$ cat src/rtl/ksa_mp_seq_if.sv
// Operand/result handshake bundle for the multi-precision add/sub sequencer.
// The slave side is the sequencer, the master side is the producer/consumer.
interface ksa_mp_seq_if #(
   parameter int W = 16
);
   logic         in_valid;
   logic         in_ready;
   logic [W-1:0] in_a;
   logic [W-1:0] in_b;
   logic         in_c_in;
   logic         in_sub;
   logic         out_valid;
   logic         out_ready;
   logic [W-1:0] out_sum;
   logic         out_c_out;
   logic         out_ovf;
   logic         busy;

   modport slave (
      input  in_valid, in_a, in_b, in_c_in, in_sub, out_ready,
      output in_ready, out_valid, out_sum, out_c_out, out_ovf, busy
   );

   modport master (
      output in_valid, in_a, in_b, in_c_in, in_sub, out_ready,
      input  in_ready, out_valid, out_sum, out_c_out, out_ovf, busy
   );
endinterface

$ cat src/rtl/ksa_mp_seq.sv
// Multi-precision add/sub: one N-bit Kogge-Stone adder reused WORDS times,
// LSB chunk first, with the inter-chunk carry held in a register.
module ksa #(
   parameter int N = 4
) (
   input  logic [N-1:0] a_i,
   input  logic [N-1:0] b_i,
   input  logic         c_i,
   output logic [N-1:0] s_o,
   output logic         c_o
);
   logic [N-1:0] p0, g, p, gn, pn;

   // Carry-in folded into bit 0 generate so g[i] ends as carry out of bit i
   always_comb begin
      p0    = a_i ^ b_i;
      g     = a_i & b_i;
      g[0]  = g[0] | (p0[0] & c_i);
      p     = p0;
      gn    = g;
      pn    = p;
      for (int d = 1; d < N; d = d * 2) begin
         gn = g;
         pn = p;
         for (int i = d; i < N; i++) begin
            gn[i] = g[i] | (p[i] & g[i-d]);
            pn[i] = p[i] & p[i-d];
         end
         g = gn;
         p = pn;
      end
      s_o[0] = p0[0] ^ c_i;
      for (int i = 1; i < N; i++) begin
         s_o[i] = p0[i] ^ g[i-1];
      end
      c_o = g[N-1];
   end
endmodule

module ksa_mp_seq #(
   parameter int N     = 4,
   parameter int WORDS = 4
) (
   input logic        clk,
   input logic        rst_n,
   ksa_mp_seq_if.slave bus
);
   localparam int W  = N * WORDS;
   localparam int KW = (WORDS > 1) ? $clog2(WORDS) : 1;

   typedef enum logic [1:0] {IDLE, RUN, DONE} state_t;

   state_t        state_q, state_d;
   logic [W-1:0]  a_q, a_d, b_q, b_d;
   logic [W-1:0]  sum_q, sum_d;
   logic [KW-1:0] k_q, k_d;
   logic          cy_q, cy_d;
   logic          cout_q, cout_d;
   logic          ovf_q, ovf_d;
   logic          amsb_q, amsb_d;
   logic          bmsb_q, bmsb_d;
   logic [N-1:0]  ch_sum;
   logic          ch_cout;
   logic          last;
   logic [W+N-1:0] sh;

   ksa #(.N(N)) u_ksa (
      .a_i (a_q[N-1:0]),
      .b_i (b_q[N-1:0]),
      .c_i (cy_q),
      .s_o (ch_sum),
      .c_o (ch_cout)
   );

   assign last = (k_q == KW'(WORDS - 1));

   always_ff @(posedge clk) begin
      if (!rst_n) state_q <= IDLE;
      else        state_q <= state_d;
   end

   always_comb begin
      state_d = state_q;
      unique case (state_q)
         IDLE:    if (bus.in_valid) state_d = RUN;
         RUN:     if (last) state_d = DONE;
         DONE:    if (bus.out_ready) state_d = IDLE;
         default: state_d = IDLE;
      endcase
   end

   always_comb begin
      bus.in_ready  = (state_q == IDLE);
      bus.out_valid = (state_q == DONE);
      bus.busy      = (state_q != IDLE);
      bus.out_sum   = sum_q;
      bus.out_c_out = cout_q;
      bus.out_ovf   = ovf_q;
   end

   // Operands shift down one chunk per RUN cycle; results shift in from the top
   always_comb begin
      a_d    = a_q;
      b_d    = b_q;
      cy_d   = cy_q;
      k_d    = k_q;
      sum_d  = sum_q;
      cout_d = cout_q;
      ovf_d  = ovf_q;
      amsb_d = amsb_q;
      bmsb_d = bmsb_q;
      sh     = {ch_sum, sum_q};
      if (state_q == IDLE && bus.in_valid) begin
         a_d    = bus.in_a;
         b_d    = bus.in_sub ? ~bus.in_b : bus.in_b;
         cy_d   = bus.in_sub | bus.in_c_in;
         k_d    = '0;
         amsb_d = bus.in_a[W-1];
         bmsb_d = bus.in_sub ? ~bus.in_b[W-1] : bus.in_b[W-1];
      end else if (state_q == RUN) begin
         a_d   = a_q >> N;
         b_d   = b_q >> N;
         cy_d  = ch_cout;
         sum_d = sh[W+N-1:N];
         k_d   = k_q + KW'(1);
         if (last) begin
            cout_d = ch_cout;
            ovf_d  = (amsb_q == bmsb_q) && (ch_sum[N-1] != amsb_q);
         end
      end
   end

   always_ff @(posedge clk) begin
      if (!rst_n) begin
         a_q    <= '0;
         b_q    <= '0;
         cy_q   <= 1'b0;
         k_q    <= '0;
         sum_q  <= '0;
         cout_q <= 1'b0;
         ovf_q  <= 1'b0;
         amsb_q <= 1'b0;
         bmsb_q <= 1'b0;
      end else begin
         a_q    <= a_d;
         b_q    <= b_d;
         cy_q   <= cy_d;
         k_q    <= k_d;
         sum_q  <= sum_d;
         cout_q <= cout_d;
         ovf_q  <= ovf_d;
         amsb_q <= amsb_d;
         bmsb_q <= bmsb_d;
      end
   end
endmodule

$ cat src/flat_wrapper.sv
// flat-port wrapper written by rule: the top's interface ports become plain ports
module ksa_mp_seq_flat 
#(
   parameter int N     = 4,
   parameter int WORDS = 4
)
  (clk, rst_n, bus_in_valid, bus_in_a, bus_in_b, bus_in_c_in, bus_in_sub, bus_out_ready, bus_in_ready, bus_out_valid, bus_out_sum, bus_out_c_out, bus_out_ovf, bus_busy);
  ksa_mp_seq_if #(.W(16)) bus_i ();
  input logic clk;
  input logic rst_n;
  input wire logic [$bits(bus_i.in_valid)-1:0] bus_in_valid;
  input wire logic [$bits(bus_i.in_a)-1:0] bus_in_a;
  input wire logic [$bits(bus_i.in_b)-1:0] bus_in_b;
  input wire logic [$bits(bus_i.in_c_in)-1:0] bus_in_c_in;
  input wire logic [$bits(bus_i.in_sub)-1:0] bus_in_sub;
  input wire logic [$bits(bus_i.out_ready)-1:0] bus_out_ready;
  output wire logic [$bits(bus_i.in_ready)-1:0] bus_in_ready;
  output wire logic [$bits(bus_i.out_valid)-1:0] bus_out_valid;
  output wire logic [$bits(bus_i.out_sum)-1:0] bus_out_sum;
  output wire logic [$bits(bus_i.out_c_out)-1:0] bus_out_c_out;
  output wire logic [$bits(bus_i.out_ovf)-1:0] bus_out_ovf;
  output wire logic [$bits(bus_i.busy)-1:0] bus_busy;
  assign bus_i.in_valid = bus_in_valid;
  assign bus_i.in_a = bus_in_a;
  assign bus_i.in_b = bus_in_b;
  assign bus_i.in_c_in = bus_in_c_in;
  assign bus_i.in_sub = bus_in_sub;
  assign bus_i.out_ready = bus_out_ready;
  assign bus_in_ready = bus_i.in_ready;
  assign bus_out_valid = bus_i.out_valid;
  assign bus_out_sum = bus_i.out_sum;
  assign bus_out_c_out = bus_i.out_c_out;
  assign bus_out_ovf = bus_i.out_ovf;
  assign bus_busy = bus_i.busy;
  ksa_mp_seq #(.N(N), .WORDS(WORDS)) u_core (.clk(clk), .rst_n(rst_n), .bus(bus_i));
endmodule
$ cat config.mk
export PLATFORM = sky130hd
export DESIGN_NAME = ksa_mp_seq_flat
export DESIGN_NICKNAME = d
export VERILOG_FILES = /design/src/rtl/ksa_mp_seq_if.sv /design/src/rtl/ksa_mp_seq.sv /design/src/flat_wrapper.sv
export SDC_FILE = /design/constraint.sdc
export NUM_CORES = 1
export LEC_CHECK = 0
export ABC_CLOCK_PERIOD_IN_PS = 4500
export BUFFER_PORTS_ARGS = -buffer_cell sky130_fd_sc_hd__buf_2
export CORE_MARGIN = 4
export CORE_UTILIZATION = 55
export DETAILED_ROUTE_END_ITERATION = 6
export PLACE_DENSITY = 0.81
export SETUP_SLACK_MARGIN = 0.4
export SYNTH_ARGS = -nofsm -noshare
export SYNTH_HDL_FRONTEND = slang
export SYNTH_SLANG_ARGS = --single-unit
$ cat constraint.sdc
create_clock -name clk -period 4.5 [get_ports clk]
set_input_delay 0.225 -clock clk [delete_from_list [all_inputs] [get_ports clk]]
set_output_delay 0.225 -clock clk [all_outputs]
set_load 0.02 [all_outputs]
==> summary.txt <==
Run status
  – Outcome: complete, no violations

Synth
  – Mapped Nets: roughly 380
  – Mapped cell area: 2680 µm²
  – Post-synthesis sequential area ratio: a little over two fifths
  – Post-synth cell types: 31
  – Synth Instances: approximately 340
  – Synthesized area per cell: 7.90 µm²
  – FF+latch count, synth: 57
  – YS warnings: 0

Critical path
  – Critical path type: register to register
  – CP required: about 4.7 ns
  – CP Data Arrival Time: 2.22 ns
  – Reg-to-Reg Start: u_core.state_q[1]$_SDFFE_PN0P_
  – Critical path endpoint category: register
  – CP Max Fanout: 32
  – CP startpoint: u_core.state_q[1]$_SDFFE_PN0P_
  – Startpoint types: register

Floorplan
  – Die W: 77.8 µm
  – Initial Util: ~57%
  – I/O pins: slightly below 60
  – Rows: 25
  – Die height: roughly 80 µm
  – Die Area: between 6000 and 7000 µm²
  – Floorplan Core Area: about 4700 µm²

Clock network
  – Clk pin slew, worst setup/hold paths: roughly 0.06 ns
  – # Post-CTS Setup Buffers: 0
  – Cts hold-fix bufs: 0
  – CTS root buffer: clkbuf_8
  – Max clock buf depth: 2
  – Gates resized, CTS repair: 0
  – CTS sink count: 57
  – CTS tree: yes
  – CTS H-Tree Depth: 3
  – Clock Latency Late Sink: approximately 0.33 ns
  – TritonCTS Buffers: 9

Timing
  – Clock skew: around 0.0064 ns
  – Crit path time final: 2.00 ns
  – Final worst-path cycle share: between 40 and 50%
  – Worst relative slew slack: a little under a third
  – Final Hold Viols: 0
  – Max Slew Vio Count: 0
  – Fin Setup TNS: 0 ns
  – FMAX: about 500 MHz
  – Finish-stage setup viols: 0
  – Worst Tran Pin Value: 1.05 ns
  – Hold Slack: approximately 0.15 ns
  – RSZ-0062 raised after global routing: no

Place
  – Dpl cells: 441
  – GP Congestion: between 0.8 and 0.9
  – DP HPWL: a little over 4000 µm
  – PortBufs: just under 60
  – Placed inst area: between 2000 and 3000 µm²

Drt
  – DRC: 0
  – Post-route ant nets: 0
  – DR WL/cell: 13.6 µm
  – Routed wire length: around 6200 µm
  – Vias per cell: 5.36
  – Vias: ~2500
  – DR iter-0 viols: 185
  – TritonRoute pass-1 iters: 5

Hold path
  – Hold Crit Start: bus_in_a[13]
  – Hold WC Path Type: input pin to register

Final layout
  – Fin util: between 60% and 70%
  – Non-Filler Cell Area, Final: between 3000 and 4000 µm²
  – Layout cells sized above 1: 20.5%
  – # fillers: 423
  – Fin cells: between 400 and 500
  – Nets: between 400 and 500
  – Layout area overhead: 18.6%
  – Ant diodes: 0

GRT
  – Vias in the first global route: ~2300
  – Largest net degree at the start of global routing: 33
  – First-pass GRT wire length: ~10000 µm
  – All-layer global routing usage: roughly a fifth
  – Initial antenna violation count: 0
  – Overflow after GRT: 0

Job
  – Max Cap Viol: 0

Power and ir drop
  – Pwr/cell area: a little over 400 nW/µm²
  – Leakage: between 1 and 1.5 nW
  – Worst VDD drop: 0.276 mV
## cells by family after synthesis
family                     share of synthesized area [%]
adders and majority gates                           3.36
AOI/OAI and AO/OA                                   20.9
buffers and inverters                               5.93
DFF                                                 42.6
xor gates and xnor gates                            5.89
and+or+nand+nor                                     21.3
## state kept, by name, summed over array words and instances (netlist names)
signal / cells
u_core.a_q: 16
u_core.b_q: 16
u_core.bus.out_sum: 16
u_core.k_q: 2
u_core.state_q: 2
u_core.amsb_q: 1
u_core.bmsb_q: 1
u_core.bus.out_c_out: 1
u_core.bus.out_ovf: 1
u_core.cy_q: 1
## routing by layer
| metal | vias up | track usage [%] | wire [µm] | part of all wire (%) |
|---|---|---|---|---|
| met5 | - | 0 | 0 | 0 |
| met4 | 0 | 8.90 | 99 | 1.6 |
| met3 | 11 | 6.50 | 419 | 6.8 |
| met2 | 81 | 31.5 | 2880 | 46 |
| met1 | 1127 | 28.4 | 2800 | 45 |
| li1 | 1232 | - | - | - |
## cells in the mapped netlist
cell | number | area, µm²
nor3_1 | 2 | 10.0
nand3_1 | 4 | 20.0
o21ai_0 | 14 | 70.1
nor2_1 | 56 | 210
o21bai_2 | 1 | 11.3
and3_1 | 1 | 6.26
xnor2_1 | 2 | 17.5
o21a_1 | 3 | 22.5
nand2b_1 | 1 | 6.26
a22oi_1 | 15 | 113
o221ai_1 | 11 | 96.3
o211ai_1 | 1 | 7.51
a21o_2 | 1 | 8.76
clkbuf_1 | 5 | 18.8
a211oi_1 | 3 | 22.5
dfxtp_1 | 57 | 1140
a31oi_1 | 2 | 12.5
nand3b_1 | 1 | 7.51
inv_1 | 8 | 30.0
fa_1 | 2 | 40.0
and2_1 | 14 | 87.6
xor2_1 | 16 | 140
or4_1 | 1 | 7.51
buf_1 | 4 | 15.0
buf_4 | 4 | 30.0
o221a_2 | 1 | 11.3
nor2b_1 | 3 | 18.8
ha_1 | 4 | 50.1
buf_2 | 13 | 65.1
a21oi_1 | 37 | 185
nand2_1 | 52 | 195
## worst max-delay path: stages (launching register included)
cell     delay [ns]
dfxtp_1        0.31
inv_1          0.31
nand2_1        0.71
o221a_2        0.55
## report_power, final
group | leakage (nW) | total (W) | switching [W] | internal, W
sequential | 0.467 | 0.000561 | 0.0000233 | 0.000538
combinational | 0.790 | 0.000180 | 0.000108 | 0.0000721
clock | 0.115 | 0.000541 | 0.000201 | 0.000340
total | 1.37 | 0.00128 | 0.000332 | 0.000950
## per-stage QoR
step | power [W] | worst slack [ns]
finish | 0.00128 | 2.50
global route | 0.00134 | 2.26
CTS | 0.00129 | 2.52
detailed placement | 0.000750 | 2.53
global placement | 0.000745 | 2.58
floorplan | 0.000700 | 2.77
## path summary, 6_finish.rpt
| kind | end | slack, ns | depth (start not counted) |
|---|---|---|---|
| worst max-delay path | u_core.a_q[0]$_SDFFE_PN0P_ | 2.50 | 3 |
| worst min-delay path | u_core.a_q[13]$_SDFFE_PN0P_ | 0.15 | 3 |
| worst max register to register | u_core.a_q[0]$_SDFFE_PN0P_ | 2.50 | 3 |
| worst min register to register | u_core.bus.out_sum[1]$_SDFFE_PN0P_ | 0.45 | 2 |
## final cells by class
type,count,area (µm²),area share [%]
Sequential cell,57,1140,35.9
Inverter,8,30.0,0.946
Clock inverter,5,77.6,2.44
Clock buffer,11,151,4.77
Multi-Input combinational cell,248,1380,43.4
Tap cell,67,83.8,2.64
Timing Repair Buffer,61,313,9.85
## cell usage in the layout, fill, tap and decap left out, types with 2 or more instances in the layout
cell	n
nor2b_1	3
inv_1	8
o21ai_0	14
o221ai_1	11
ha_1	4
o21a_1	3
xnor2_1	2
nor2_1	56
fa_1	2
nand3_1	4
xor2_1	16
a31oi_1	2
buf_2	58
dfxtp_1	57
and2_1	14
nor3_1	2
buf_4	3
nand2_1	52
clkinv_2	2
a21oi_1	37
a22oi_1	15
clkbuf_8	11
a211oi_1	3
bufinv_16	2
Note: power is estimated with default switching activity, not from simulation.
